**src/rtl/reorder_buffer_if.sv**
```systemverilog
// Dispatch, CDB and commit signals shared between the rename/dispatch side and the reorder buffer.
// The master side issues dispatch and CDB traffic; the slave side is the reorder buffer.
interface reorder_buffer_if #(
  parameter int ROB_DEPTH  = 16,
  parameter int ARCH_REG_W = 5,
  parameter int PHYS_REG_W = 6
);
  localparam int ROB_IDX_W = $clog2(ROB_DEPTH);

  logic                  dispatch_valid;
  logic [ARCH_REG_W-1:0] dispatch_rd;
  logic [PHYS_REG_W-1:0] dispatch_pd;
  logic                  dispatch_ready;
  logic [ROB_IDX_W-1:0]  dispatch_rob_entry;
  logic                  cdb_valid;
  logic [ROB_IDX_W-1:0]  cdb_rob_entry;
  logic                  commit_valid;
  logic [ARCH_REG_W-1:0] commit_rd;
  logic [PHYS_REG_W-1:0] commit_pd;
  logic [ROB_IDX_W-1:0]  commit_rob_entry;
  logic [ROB_IDX_W:0]    num_entries;

  modport master (
    output dispatch_valid, dispatch_rd, dispatch_pd, cdb_valid, cdb_rob_entry,
    input  dispatch_ready, dispatch_rob_entry, commit_valid, commit_rd, commit_pd,
           commit_rob_entry, num_entries
  );

  modport slave (
    input  dispatch_valid, dispatch_rd, dispatch_pd, cdb_valid, cdb_rob_entry,
    output dispatch_ready, dispatch_rob_entry, commit_valid, commit_rd, commit_pd,
           commit_rob_entry, num_entries
  );
endinterface

```
**src/rtl/reorder_buffer.sv**
```systemverilog
// Circular in-order reorder buffer: allocates at dispatch, marks done from the CDB out of order,
// and retires at most one entry per cycle strictly in program order.
module reorder_buffer #(
  parameter int ROB_DEPTH  = 16,
  parameter int ARCH_REG_W = 5,
  parameter int PHYS_REG_W = 6
) (
  input  logic          clk,
  input  logic          rst,
  reorder_buffer_if.slave rob
);
  localparam int ROB_IDX_W = $clog2(ROB_DEPTH);
  localparam logic [ROB_IDX_W:0] PTR_ONE = {{ROB_IDX_W{1'b0}}, 1'b1};

  // Pointers carry one extra wrap bit so full and empty are distinguishable.
  logic [ROB_IDX_W:0]    head_r;
  logic [ROB_IDX_W:0]    tail_r;
  logic [ROB_DEPTH-1:0]  valid_r;
  logic [ROB_DEPTH-1:0]  done_r;
  logic [ARCH_REG_W-1:0] rd_r [ROB_DEPTH];
  logic [PHYS_REG_W-1:0] pd_r [ROB_DEPTH];

  logic [ROB_IDX_W-1:0]  head_idx_s;
  logic [ROB_IDX_W-1:0]  tail_idx_s;
  logic [ROB_IDX_W-1:0]  cdb_idx_s;
  logic                  empty_s;
  logic                  full_s;
  logic                  commit_s;
  logic                  dispatch_s;
  logic                  cdb_s;

  // Occupancy decode and per-cycle event qualification.
  always_comb begin
    head_idx_s = head_r[ROB_IDX_W-1:0];
    tail_idx_s = tail_r[ROB_IDX_W-1:0];
    cdb_idx_s  = rob.cdb_rob_entry;
    empty_s    = (head_r == tail_r);
    full_s     = (head_idx_s == tail_idx_s) && (head_r[ROB_IDX_W] != tail_r[ROB_IDX_W]);
    commit_s   = !empty_s && done_r[head_idx_s];
    dispatch_s = rob.dispatch_valid && !full_s;
    // A completion aimed at the entry retiring this cycle is dropped: the slot is being freed.
    cdb_s      = rob.cdb_valid && valid_r[cdb_idx_s] && !(commit_s && (cdb_idx_s == head_idx_s));
  end

  // Combinational output drive; commit fields are zeroed when nothing retires.
  always_comb begin
    rob.dispatch_ready     = !full_s;
    rob.dispatch_rob_entry = tail_idx_s;
    rob.num_entries        = tail_r - head_r;
    rob.commit_valid       = commit_s;
    if (commit_s) begin
      rob.commit_rd        = rd_r[head_idx_s];
      rob.commit_pd        = pd_r[head_idx_s];
      rob.commit_rob_entry = head_idx_s;
    end else begin
      rob.commit_rd        = '0;
      rob.commit_pd        = '0;
      rob.commit_rob_entry = '0;
    end
  end

  // Entry state and pointer update on each rising edge, cleared asynchronously by reset.
  always_ff @(posedge clk or negedge rst) begin
    if (!rst) begin
      head_r  <= '0;
      tail_r  <= '0;
      valid_r <= '0;
      done_r  <= '0;
      for (int i = 0; i < ROB_DEPTH; i++) begin
        rd_r[i] <= '0;
        pd_r[i] <= '0;
      end
    end else begin
      if (cdb_s) begin
        done_r[cdb_idx_s] <= 1'b1;
      end
      if (commit_s) begin
        valid_r[head_idx_s] <= 1'b0;
        done_r[head_idx_s]  <= 1'b0;
        head_r              <= head_r + PTR_ONE;
      end
      // The tail slot is never valid when dispatch fires, so it cannot collide with a CDB write.
      if (dispatch_s) begin
        valid_r[tail_idx_s] <= 1'b1;
        done_r[tail_idx_s]  <= 1'b0;
        rd_r[tail_idx_s]    <= rob.dispatch_rd;
        pd_r[tail_idx_s]    <= rob.dispatch_pd;
        tail_r              <= tail_r + PTR_ONE;
      end
    end
  end
endmodule

```
**src/flat_wrapper.sv**
```systemverilog
// flat-port wrapper written by rule: the top's interface ports become plain ports
module reorder_buffer_flat 
#(
  parameter int ROB_DEPTH  = 16,
  parameter int ARCH_REG_W = 5,
  parameter int PHYS_REG_W = 6
)
  (clk, rst, rob_dispatch_valid, rob_dispatch_rd, rob_dispatch_pd, rob_cdb_valid, rob_cdb_rob_entry, rob_dispatch_ready, rob_dispatch_rob_entry, rob_commit_valid, rob_commit_rd, rob_commit_pd, rob_commit_rob_entry, rob_num_entries);
  reorder_buffer_if #(.ROB_DEPTH(ROB_DEPTH), .ARCH_REG_W(ARCH_REG_W), .PHYS_REG_W(PHYS_REG_W)) rob_i ();
  input  logic clk;
  input  logic rst;
  input wire logic [$bits(rob_i.dispatch_valid)-1:0] rob_dispatch_valid;
  input wire logic [$bits(rob_i.dispatch_rd)-1:0] rob_dispatch_rd;
  input wire logic [$bits(rob_i.dispatch_pd)-1:0] rob_dispatch_pd;
  input wire logic [$bits(rob_i.cdb_valid)-1:0] rob_cdb_valid;
  input wire logic [$bits(rob_i.cdb_rob_entry)-1:0] rob_cdb_rob_entry;
  output wire logic [$bits(rob_i.dispatch_ready)-1:0] rob_dispatch_ready;
  output wire logic [$bits(rob_i.dispatch_rob_entry)-1:0] rob_dispatch_rob_entry;
  output wire logic [$bits(rob_i.commit_valid)-1:0] rob_commit_valid;
  output wire logic [$bits(rob_i.commit_rd)-1:0] rob_commit_rd;
  output wire logic [$bits(rob_i.commit_pd)-1:0] rob_commit_pd;
  output wire logic [$bits(rob_i.commit_rob_entry)-1:0] rob_commit_rob_entry;
  output wire logic [$bits(rob_i.num_entries)-1:0] rob_num_entries;
  assign rob_i.dispatch_valid = rob_dispatch_valid;
  assign rob_i.dispatch_rd = rob_dispatch_rd;
  assign rob_i.dispatch_pd = rob_dispatch_pd;
  assign rob_i.cdb_valid = rob_cdb_valid;
  assign rob_i.cdb_rob_entry = rob_cdb_rob_entry;
  assign rob_dispatch_ready = rob_i.dispatch_ready;
  assign rob_dispatch_rob_entry = rob_i.dispatch_rob_entry;
  assign rob_commit_valid = rob_i.commit_valid;
  assign rob_commit_rd = rob_i.commit_rd;
  assign rob_commit_pd = rob_i.commit_pd;
  assign rob_commit_rob_entry = rob_i.commit_rob_entry;
  assign rob_num_entries = rob_i.num_entries;
  reorder_buffer #(.ROB_DEPTH(ROB_DEPTH), .ARCH_REG_W(ARCH_REG_W), .PHYS_REG_W(PHYS_REG_W)) u_core (.clk(clk), .rst(rst), .rob(rob_i));
endmodule
```
**config.mk**
```make
export PLATFORM = sky130hd
export DESIGN_NAME = reorder_buffer_flat
export DESIGN_NICKNAME = d
export VERILOG_FILES = /design/src/rtl/reorder_buffer_if.sv /design/src/rtl/reorder_buffer.sv /design/src/flat_wrapper.sv
export SDC_FILE = /design/constraint.sdc
export NUM_CORES = 1
export LEC_CHECK = 0
export ABC_CLOCK_PERIOD_IN_PS = 3900
export BUFFER_PORTS_ARGS = -buffer_cell sky130_fd_sc_hd__buf_2
export CAP_MARGIN = 10
export CORE_MARGIN = 5
export CORE_UTILIZATION = 43
export CTS_BUF_LIST = sky130_fd_sc_hd__clkbuf_8
export CTS_CLUSTER_SIZE = 8
export DETAILED_ROUTE_END_ITERATION = 16
export HOLD_SLACK_MARGIN = 0.12
export PLACE_DENSITY_LB_ADDON = 0.12
export SLEW_MARGIN = 10
export SYNTH_ARGS = -nofsm -noshare
export SYNTH_HDL_FRONTEND = slang
export SYNTH_SLANG_ARGS = --single-unit
```
**constraint.sdc**
```tcl
create_clock -name clk -period 3.9 [get_ports clk]
set_input_delay 0.195 -clock clk [delete_from_list [all_inputs] [get_ports clk]]
set_output_delay 0.195 -clock clk [all_outputs]
set_load 0.05 [all_outputs]
```
==> flow_summary_export.csv, run 1 <==
group,metric,value,unit
outcome,outcome,"finished clean",
power,vdd_drop_max,1.74,mV
global_routing,grt_overflow_total,0,
power,p_seq_share,32.7,%
synth,syn-cell-area,11000,um^2
synth,yosysUniqueCellTypes,53,
global_routing,first_global_vias,7145,
sta,rsz0062_at_grt,"false",
finish,antenna_cells,0,
synth,synth-edff-count,0,
finish,fin_nets,841,
sta,layout_min_cycle_time,3.50,ns
setup_path,critPathRequiredTime,3.70,ns
finish,fill_cells,2187,
setup_path,path_cells,"inv_2, ha_1, and4_1, a22oi_4, nand3_2, and2_4, nor2_1, buf_2",
place,place.gp.congestion,0.897,
synth,synth.avg_cell_area,14.9,um^2
cts,clk_latency,0.52,ns
floorplanning,dieArea,28800,um^2
synth,ys_seq_area_share,49.8,%
power,pwr-share-clk,17.0,%
power,sw_frac_of_total,40.1,%
worst_hold_path,min_path_type,"in -> reg",
sta,slew_violations,0,
cts,numCtsBuffers,40,
setup_path,critPathMaxFanout,17,
setup_path,end_kind,"output pin",
place,hpwl,16600,um
finish,final_common_cell,"dfrtp_1",
cts,cts.repair.resized,0,
finish,regArea,5460,um^2
cts,cts_max_level,2,
synth,synth_cells,738,
drt,vias,6554,
floorplanning,num_io_pins,45,
global_routing,grt_usage,19.4,%
setup_path,crit_path_start_kind,"flop",
finish,area_growth,12.2,%
finish,drive_gt1_share,43.6,%
setup_path,cp_slowest_cell,"dfrtp_1",
drt,drc_errors,0,
global_routing,grt_pass1_wl,42600,um
sta,hold_violations,0,
cts,clk_pin_slew_worst_paths,0.06,ns
cts,cts_tree,"built",
synth,synth-seq-cells,218,
flow_run,drv_cap,0,
drt,initialDrtViolationCount,390,
synth,synth_nets,770,
global_routing,grt_antenna_before_repair,0,
drt,routed_via_density,5.64,
cts,clock_sinks,218,
sta,fin_ws,0.404,ns
place,numPortBuffers,44,
finish,multi_input_area,5040,um^2
power,internal_power,7.14,mW
place,pre_cts_ws,0.901,ns
sta,fin_skew,0.0103,ns
setup_path,crit_arrival,3.30,ns
sta,tns,0,ns
sta,fin_crit_sh,89.6,%
floorplanning,initial_core_util,43.7,%
synth,ys.flop_type,"dfrtp_1",
power,power_density,969,nW/um^2
drt,routed_wirelength,27100,um
synth,synth-async-reset-ratio,100,%
floorplanning,die_w,170,um
floorplanning,rows,58,
drt,drt_first_pass_iters,4,
drt,drtAntennaViolNets,0,
drt,wl_per_cell,23.3,um
sta,max_slew.worst_pin.slew,0.881,ns
sta,fmax,286,MHz
power,p_leak,5.59,nW
global_routing,grt_max_degree,104,
finish,mostFrequentLayoutCells,"dfrtp_1, mux2_2, clkbuf_8",
sta,relSlewSlack,41.2,%
power,p_comb_share,50.3,%
setup_path,path_class,"reg -> out",
setup_path,cp_slowest_stage_delay,0.60,ns
floorplanning,core,25100,um^2
floorplanning,dieHeight,170,um
sta,setup_viol,0,
cts,cts_root_buf,"clkbuf_8",
synth,yosys_warnings,0,
power,switching_power,4.77,mW
cts,ctsLongestPathBuffers,3,
## worst paths after layout
kind / from / end / slack [ns] / cells past startpoint
worst max-delay path: u_core.head_r[2] / rob_commit_rob_entry[2] / 0.40 / 8
worst min-delay path: rob_cdb_valid / u_core.done_r[3] / 0.21 / 4
worst max register to register: u_core.head_r[2] / u_core.done_r[14] / 0.51 / 8
worst min register to register: u_core.valid_r[11] / u_core.valid_r[11] / 0.47 / 2
max in group asynchronous: rst / u_core.pd_r[82] / 2.65 / 3
min in group asynchronous: rst / u_core.rd_r[74] / 0.35 / 2
## critical path: cells and delay by family, from the launching register on
| family | cells | cell delay, ns |
|---|---|---|
| and+or+nand+nor | 4 | 1.27 |
| DFF | 1 | 0.60 |
| adders and majority gates | 1 | 0.36 |
| buffers and inverters | 2 | 0.31 |
| AOI/OAI and AO/OA | 1 | 0.21 |
## routing by layer
| metal | wire length [um] | track usage (%) | part of all wire [%] |
|---|---|---|---|
| met3 | 1530 | 3.33 | 5.6 |
| met5 | 0 | 0 | 0 |
| met2 | 13000 | 30.6 | 48 |
| met4 | 601 | 6.41 | 2.2 |
| met1 | 12000 | 27.5 | 44 |
## area by class of cell
type | instances | share of cell area [%]
Clock inverter | 18 | 0.651
Sequential cell | 218 | 44.4
Timing Repair Buffer | 84 | 4.81
Tap cell | 330 | 3.36
Multi-Input combinational cell | 450 | 41.0
Inverter | 15 | 0.458
Clock buffer | 48 | 5.37
## power groups by stage
stage	sequential [mW]	clock (mW)	combinational (mW)
finish	3.89	2.02	5.99
global route	4.01	2.21	6.42
CTS	3.89	2.09	6.07
detailed placement	3.92	0	6.04
global placement	3.85	0	5.94
floorplan	3.74	0	5.00
## cells in the mapped netlist (5+ instances only)
cell / number / area (um^2)
nor2b_1: 9 / 56.3
nand4b_1: 6 / 52.6
nand2_1: 39 / 146
clkbuf_1: 12 / 45.0
mux2i_1: 8 / 80.1
mux4_1: 20 / 526
nand4_1: 16 / 100
dfrtp_1: 218 / 5460
ha_1: 12 / 150
buf_2: 19 / 95.1
xnor2_1: 10 / 87.6
buf_4: 7 / 52.6
mux2_1: 5 / 56.3
o21ai_0: 17 / 85.1
nand3_1: 35 / 175
nor2b_4: 10 / 138
inv_1: 14 / 52.6
mux4_2: 35 / 788
buf_6: 8 / 90.1
nor2_1: 6 / 22.5
mux2_2: 171 / 1930
## cells by family (layout without fill, tap and decap cells)
logic type / after synthesis / after routing / share of synthesized area [%]
compound gates: 34 / 34 / 2.45
flops: 218 / 218 / 49.8
mux: 244 / 244 / 31.8
buf+inv: 70 / 165 / 4.27
fa+ha+maj: 13 / 13 / 1.55
simple gates: 142 / 142 / 8.54
xor+xnor: 17 / 17 / 1.56
## repair_timing
action | in CTS | in global routing
setup buffers | 0 | 0
endpoints found under the hold margin | 246 | 0
hold buffers | 15 | 0
## stage by stage
stage | utilization, % | total power, mW | instance area [um^2] | instances | hold WS, ns
after floorplan | - | 8.74 | 11000 | 738 | -0.101
final | 49.0 | 11.9 | 12300 | 1163 | 0.213
after global placement | 45.4 | 9.79 | 11400 | 1082 | 0.365
after CTS | 49.0 | 12.0 | 12300 | 1163 | 0.171
after global routing | 49.0 | 12.6 | 12300 | 1163 | 0.204
after detailed placement | 45.4 | 9.97 | 11400 | 1082 | 0.386
## flip-flops by register name, indices dropped and copies added (netlist names)
register and cells:
u_core.done_r 16, u_core.tail_r 5, u_core.rd_r 80, u_core.pd_r 96, u_core.valid_r 16, u_core.head_r 5
(Power assumes the default switching activity.)
==> run 2, diff against run 1 <==
- REMOVE_ABC_BUFFERS: not set -> 1
==> run 2 against run 1 <==
  * Via count up 0.67%
  * Combinational power about the same
  * Critical path depth stayed put
  * Sequential share of layout area fell by 0.063 points
  * Utilization rose by 0.070 points
  * Largest power group unchanged
  * Worst setup slack better by 0.0017 ns
  * Power is 0.53% higher
  * Cell area up 0.14%
  * Die area unchanged
  * Maximum frequency about the same
==> flow_summary_export.csv, run 2 (synthesized netlist as in run 1, its figures left out) <==
group,metric,value,unit
outcome,outcome,"finished clean",
power,p_leak,5.60,nW
power,internal_power,7.22,mW
floorplanning,die_w,170,um
cts,cts_root_buf,"clkbuf_8",
finish,fin_nets,835,
cts,clk_pin_slew_worst_paths,0.07,ns
sta,rsz0062_at_grt,"false",
setup_path,critPathMaxFanout,17,
sta,setup_viol,0,
power,sw_frac_of_total,39.7,%
drt,routed_wirelength,26900,um
setup_path,crit_arrival,3.90,ns
finish,top_regs,"u_core.pd_r: 96 flops, u_core.rd_r: 80 flops",
setup_path,rr_endpoint,"u_core.done_r[14]",
setup_path,crit_path_start_kind,"flop",
worst_hold_path,hold_path_end,"u_core.pd_r[36]",
power,vdd_drop_max,1.24,mV
drt,drt-met1-wl,12200,um
global_routing,grt_overflow_total,0,
floorplanning,rows,58,
global_routing,grt_usage,19.2,%
finish,regArea,5460,um^2
drt,dr_wl_met3,1270,um
finish,mostFrequentLayoutCells,"dfrtp_1, mux2_2, clkbuf_8",
sta,fin_crit_sh,89.6,%
sta,max_slew.worst_pin.slew,1.01,ns
cts,postCtsSetupBuffers,0,
global_routing,grt_pass1_wl,42600,um
place,hpwl,16000,um
drt,routed_via_density,5.67,
power,pwr-share-clk,17.6,%
finish,design_area,12300,um^2
sta,slew_violations,0,
power,switching_power,4.76,mW
cts,cts_tree,"built",
finish,drive_gt1_share,43.6,%
worst_hold_path,hold_depth,2,
cts,cts_max_level,2,
finish,largest_register_ffs,96,
setup_path,worst_r2r_startpoint,"u_core.head_r[2]",
drt,top_layer_used,"met4",
place,place.gp.congestion,0.838,
drt,wl_per_cell,23.1,um
sta,fmax,286,MHz
drt,initialDrtViolationCount,384,
sta,fin_skew,0.0187,ns
cts,ctsLongestPathBuffers,3,
setup_path,reg2reg_setup_slack,0.41,ns
worst_hold_path,min_path_type,"in -> reg",
drt,drtAntennaViolNets,0,
setup_path,end_kind,"flop",
floorplanning,dieArea,28800,um^2
place,numPortBuffers,44,
drt,drc_errors,0,
power,p_seq_share,32.6,%
sta,tns,0,ns
power,power_density,972,nW/um^2
finish,fill_cells,2258,
cts,clk_latency,0.53,ns
floorplanning,dieHeight,170,um
finish,final_common_cell,"dfrtp_1",
finish,multi_input_area,5040,um^2
floorplanning,core,25100,um^2
worst_hold_path,min_from,"rob_dispatch_pd[0]",
floorplanning,num_io_pins,45,
drt,wl_met2,12800,um
floorplanning,initial_core_util,43.7,%
global_routing,grt_max_degree,120,
cts,cts.repair.resized,0,
drt,vias,6598,
cts,clock_sinks,218,
sta,hold_violations,0,
global_routing,grt_antenna_before_repair,0,
sta,layout_min_cycle_time,3.49,ns
place,placed_area,11400,um^2
sta,relSlewSlack,32.9,%
global_routing,first_global_vias,7261,
flow_run,drv_cap,0,
power,p_comb_share,49.8,%
setup_path,reg2reg_depth,8,
setup_path,critPathRequiredTime,4.31,ns
power,finalPower,12.0,mW
cts,numCtsBuffers,39,
finish,area_growth,12.4,%
finish,antenna_cells,0,
finish,regMostFlops,"u_core.pd_r",
drt,drt_first_pass_iters,4,
setup_path,path_class,"reg -> reg",
run 2: per-layer routing:
metal	up-vias	track usage [%]
li1	2876	-
met1	3513	26.3
met2	160	30.9
met3	49	4.43
met4	0	5.43
met5	-	0
run 2: critical path, cell delays in order (launching register included):
cell and delay (ns):
dfrtp_1 0.60, inv_2 0.07, ha_1 0.34, and4_1 0.33, a21oi_4 0.61, nand4_4 0.49, nand4_1 0.27, dlygate4sd3_1 0.57
o21ai_0 0.08
run 2: final cells by class:
| cell class | count | share of cell area (%) |
|---|---|---|
| Sequential cell | 218 | 44.3 |
| Multi-Input combinational cell | 450 | 40.9 |
| Clock buffer | 52 | 5.81 |
| Timing Repair Buffer | 79 | 4.48 |
| Tap cell | 330 | 3.35 |
| Clock inverter | 19 | 0.671 |
| Inverter | 15 | 0.457 |
run 2: how the worst max path moves through the flow:
| stage | startpoint | to | slack, ns | depth (start not counted) |
|---|---|---|---|---|
| 6_report | u_core.head_r[2] | u_core.done_r[14] | 0.41 | 8 |
| 5_1_grt | u_core.head_r[2] | rob_commit_valid | 0.21 | 8 |
| 4_1_cts | u_core.head_r[2] | rob_commit_rd[3] | 0.42 | 8 |
| 3_5_place_dp | u_core.head_r[2] | u_core.pd_r[19] | 0.88 | 6 |
| 3_3_place_gp | u_core.head_r[2] | u_core.pd_r[23] | 0.97 | 6 |
| 2_1_floorplan | u_core.head_r[0] | rob_commit_rd[3] | -0.39 | 6 |
run 2: metrics by stage:
step                hold WS, ns  std cells  setup WS, ns  utilization [%]
CTS                       0.123       1163         0.420             49.0
detailed placement        0.423       1078         0.884             45.3
global route              0.155       1163         0.214             49.0
global placement          0.407       1078         0.972             45.3
floorplan                -0.101        683        -0.388                -
finish                    0.144       1163         0.406             49.0
run 2: timing repair:
action / in CTS / in global routing
hold buffers: 14 / 0
endpoints found under the setup margin: 0 / 0
hold endpoints to repair: 245 / 0
run 2: power groups by stage:
stage	combinational (mW)	sequential (mW)	clock [mW]
floorplan	4.36	4.05	0
global placement	5.91	3.84	0
detailed placement	6.02	3.93	0
CTS	6.04	3.90	2.19
global route	6.39	4.03	2.30
finish	5.96	3.90	2.11
==> run 3, diff against run 2 <==
- ABC_AREA: not set -> 1
- MAX_ROUTING_LAYER: not set -> met4
- REMOVE_ABC_BUFFERS: 1 -> not set
==> run 3 against run 2 <==
  * Final cell count is 42% higher
  * Highest routed layer unchanged
  * Synthesized cell count is 75% higher
  * Clock skew is 0.0012 ns higher
  * Non-clock buffer count is 17 lower
  * Critical path type is now reg -> out
  * Worst setup slack better by 0.074 ns
  * Combinational power is 13% lower
  * Sequential share of layout area is 1.8 points higher
  * Die area is 2.0% lower
  * Cell area is 3.9% lower
  * Critical endpoint is now rob_commit_pd[3]
  * First-iteration DRC count is 88% higher
  * Sequential cell count stayed put
==> flow_summary_export.csv, run 3 <==
group,metric,value,unit
outcome,outcome,"finished clean",
synth,synth-seq-cells,218,
finish,multi_input_area,4510,um^2
finish,fill_cells,2449,
global_routing,grt_max_degree,101,
synth,synth_top_area_share,50.8,%
synth,yosys_warnings,0,
finish,drive_gt1_share,11.2,%
synth,synth_top_area_cell,"dfrtp_1",
global_routing,grt_usage,22.7,%
sta,fin_ws,0.479,ns
power,p_leak,5.70,nW
floorplanning,rows,57,
global_routing,grt_overflow_total,0,
drt,drc_errors,0,
power,power_density,954,nW/um^2
sta,fmax,292,MHz
sta,max_slew.worst_pin.slew,0.962,ns
cts,clock_sinks,218,
cts,clk_pin_slew_worst_paths,0.07,ns
global_routing,grt_antenna_before_repair,0,
setup_path,reg2reg_setup_slack,1.06,ns
place,hpwl,18200,um
global_routing,grt_pass1_wl,49600,um
floorplanning,die_w,168,um
setup_path,crit_path_start_kind,"flop",
finish,regArea,5460,um^2
flow_run,drv_cap,0,
setup_path,critPathMaxFanout,99,
sta,slew_violations,0,
power,vdd_drop_max,0.803,mV
synth,synth_top_family_by_area,"simple AND/OR/NAND/NOR gates",
drt,routed_via_density,5.36,
drt,wl_per_cell,18.7,um
drt,drtAntennaViolNets,0,
setup_path,crit_arrival,3.23,ns
cts,numCtsBuffers,39,
synth,syn-cell-area,10700,um^2
cts,cts_max_level,2,
cts,cts_root_buf,"clkbuf_8",
synth,synth_cells,1290,
finish,top_regs,"u_core.pd_r: 96 flops, u_core.rd_r: 80 flops",
finish,regMostFlops,"u_core.pd_r",
sta,layout_min_cycle_time,3.42,ns
finish,final_common_cell,"nand2_1",
sta,hold_violations,0,
cts,cts_tree,"built",
synth,ys.flop_type,"dfrtp_1",
sta,relSlewSlack,35.7,%
worst_hold_path,min_path_type,"in -> reg",
drt,vias,8869,
cts,ctsLongestPathBuffers,3,
place,place.gp.congestion,0.937,
synth,synth_nets,1322,
sta,setup_viol,0,
power,finalPower,11.3,mW
floorplanning,core,24500,um^2
synth,synth_xor_area_share,1.13,%
floorplanning,dieArea,28200,um^2
finish,mostFrequentLayoutCells,"nand2_1, dfrtp_1, o21ai_0",
floorplanning,initial_core_util,43.9,%
sta,fin_crit_sh,87.7,%
floorplanning,num_io_pins,45,
synth,synth.avg_cell_area,8.32,um^2
synth,synth_mux_area_share,0,%
finish,fin_cells,1654,
cts,cts.repair.resized,0,
synth,yosys.area_share.adder,1.59,%
place,pre_cts_ws,0.841,ns
synth,synth-edff-count,0,
setup_path,path_class,"reg -> out",
finish,largest_register_ffs,96,
floorplanning,dieHeight,168,um
cts,clk_latency,0.54,ns
place,dp_cells,1577,
synth,synth_compound_area_share,16.2,%
synth,synth-simple-area-share,23.1,%
place,numPortBuffers,44,
synth,synth_area_leaders,"dfrtp_1, nand2_1, o21ai_0, a21oi_1, a32o_1",
synth,yosysUniqueCellTypes,34,
synth,ys_top_cells_by_count,"nand2_1, dfrtp_1, o21ai_0",
drt,initialDrtViolationCount,721,
synth,ys_seq_area_share,50.8,%
setup_path,critPathRequiredTime,3.70,ns
finish,fin_nets,1332,
drt,drt_first_pass_iters,5,
sta,tns,0,ns
synth,synth-async-reset-ratio,100,%
sta,fin_skew,0.0199,ns
synth,synth_most_common_cell,"nand2_1",
finish,antenna_cells,0,
finish,area_growth,10.3,%
drt,routed_wirelength,31000,um
sta,rsz0062_at_grt,"false",
global_routing,first_global_vias,8811,
setup_path,end_kind,"output pin",
run 3: changes by cell type in the layout (fill, tap and decap cells not counted), moves of 31 or more:
cell and delta:
mux2_2 -171, a21oi_1 +70, a32o_1 +33, inv_1 +31, mux4_2 -35, o21ai_0 +161, nand2_1 +430
run 3: worst paths after layout:
| path | from | endpoint | cells past startpoint |
|---|---|---|---|
| setup / recovery | u_core.head_r[0] | rob_commit_pd[3] | 11 |
| hold / removal | rob_dispatch_pd[0] | u_core.pd_r[24] | 3 |
| setup reg to reg | u_core.head_r[2] | u_core.pd_r[86] | 9 |
| hold reg to reg | u_core.valid_r[7] | u_core.valid_r[7] | 2 |
| max in group asynchronous | rst | u_core.pd_r[42] | 3 |
| min in group asynchronous | rst | u_core.head_r[2] | 2 |
run 3: layout make-up:
class / count / share of cell area [%]
clock inverter: 20 / 0.994
inverter: 60 / 1.97
tap: 324 / 3.42
timing repair buffer: 62 / 3.47
sequential: 218 / 46.1
multi-input combinational: 919 / 38.1
clock buffer: 51 / 5.93
run 3: kinds of logic after synthesis:
kind of cell | after synthesis
compound gates | 309
xor+xnor | 13
fa+ha+maj | 13
buf+inv | 153
flops | 218
simple gates | 584
run 3: report_power, final:
group	internal, mW	switching (mW)
logic	1.57	3.64
clock network	1.24	0.969
registers	3.25	0.617
run 3: per-stage QoR:
stage	area, um^2	hold slack (ns)	util [%]
2_1_floorplan	10700	-0.101	-
3_3_place_gp	10900	0.210	44.7
3_5_place_dp	10900	0.206	44.7
4_1_cts	11800	0.123	48.3
5_1_grt	11800	0.184	48.4
6_report	11800	0.147	48.4
run 3: repair_timing:
action,4_1_cts,5_1_grt
hold buffers,5,0
buffers inserted,0,1
setup endpoints to repair,0,1
hold endpoints to repair,80,0
run 3: worst max-delay path: stages, from the launching register on:
cell	delay (ns)
dfrtp_4	0.66
inv_6	0.31
nand2_1	0.18
nand3_1	0.08
nand2_1	0.08
nand2_1	0.05
nand2_1	0.09
inv_2	0.06
nand2_8	0.13
nand2_4	0.19
nor3_1	0.44
buf_2	0.35
run 3: per-layer routing:
| layer | vias to the layer above | track usage [%] | routed length (um) |
|---|---|---|---|
| li1 | 4270 | - | - |
| met1 | 4308 | 31.7 | 14600 |
| met2 | 224 | 34.7 | 14100 |
| met3 | 67 | 2.81 | 1260 |
| met4 | 0 | 7.27 | 1010 |
| met5 | - | - | 0 |
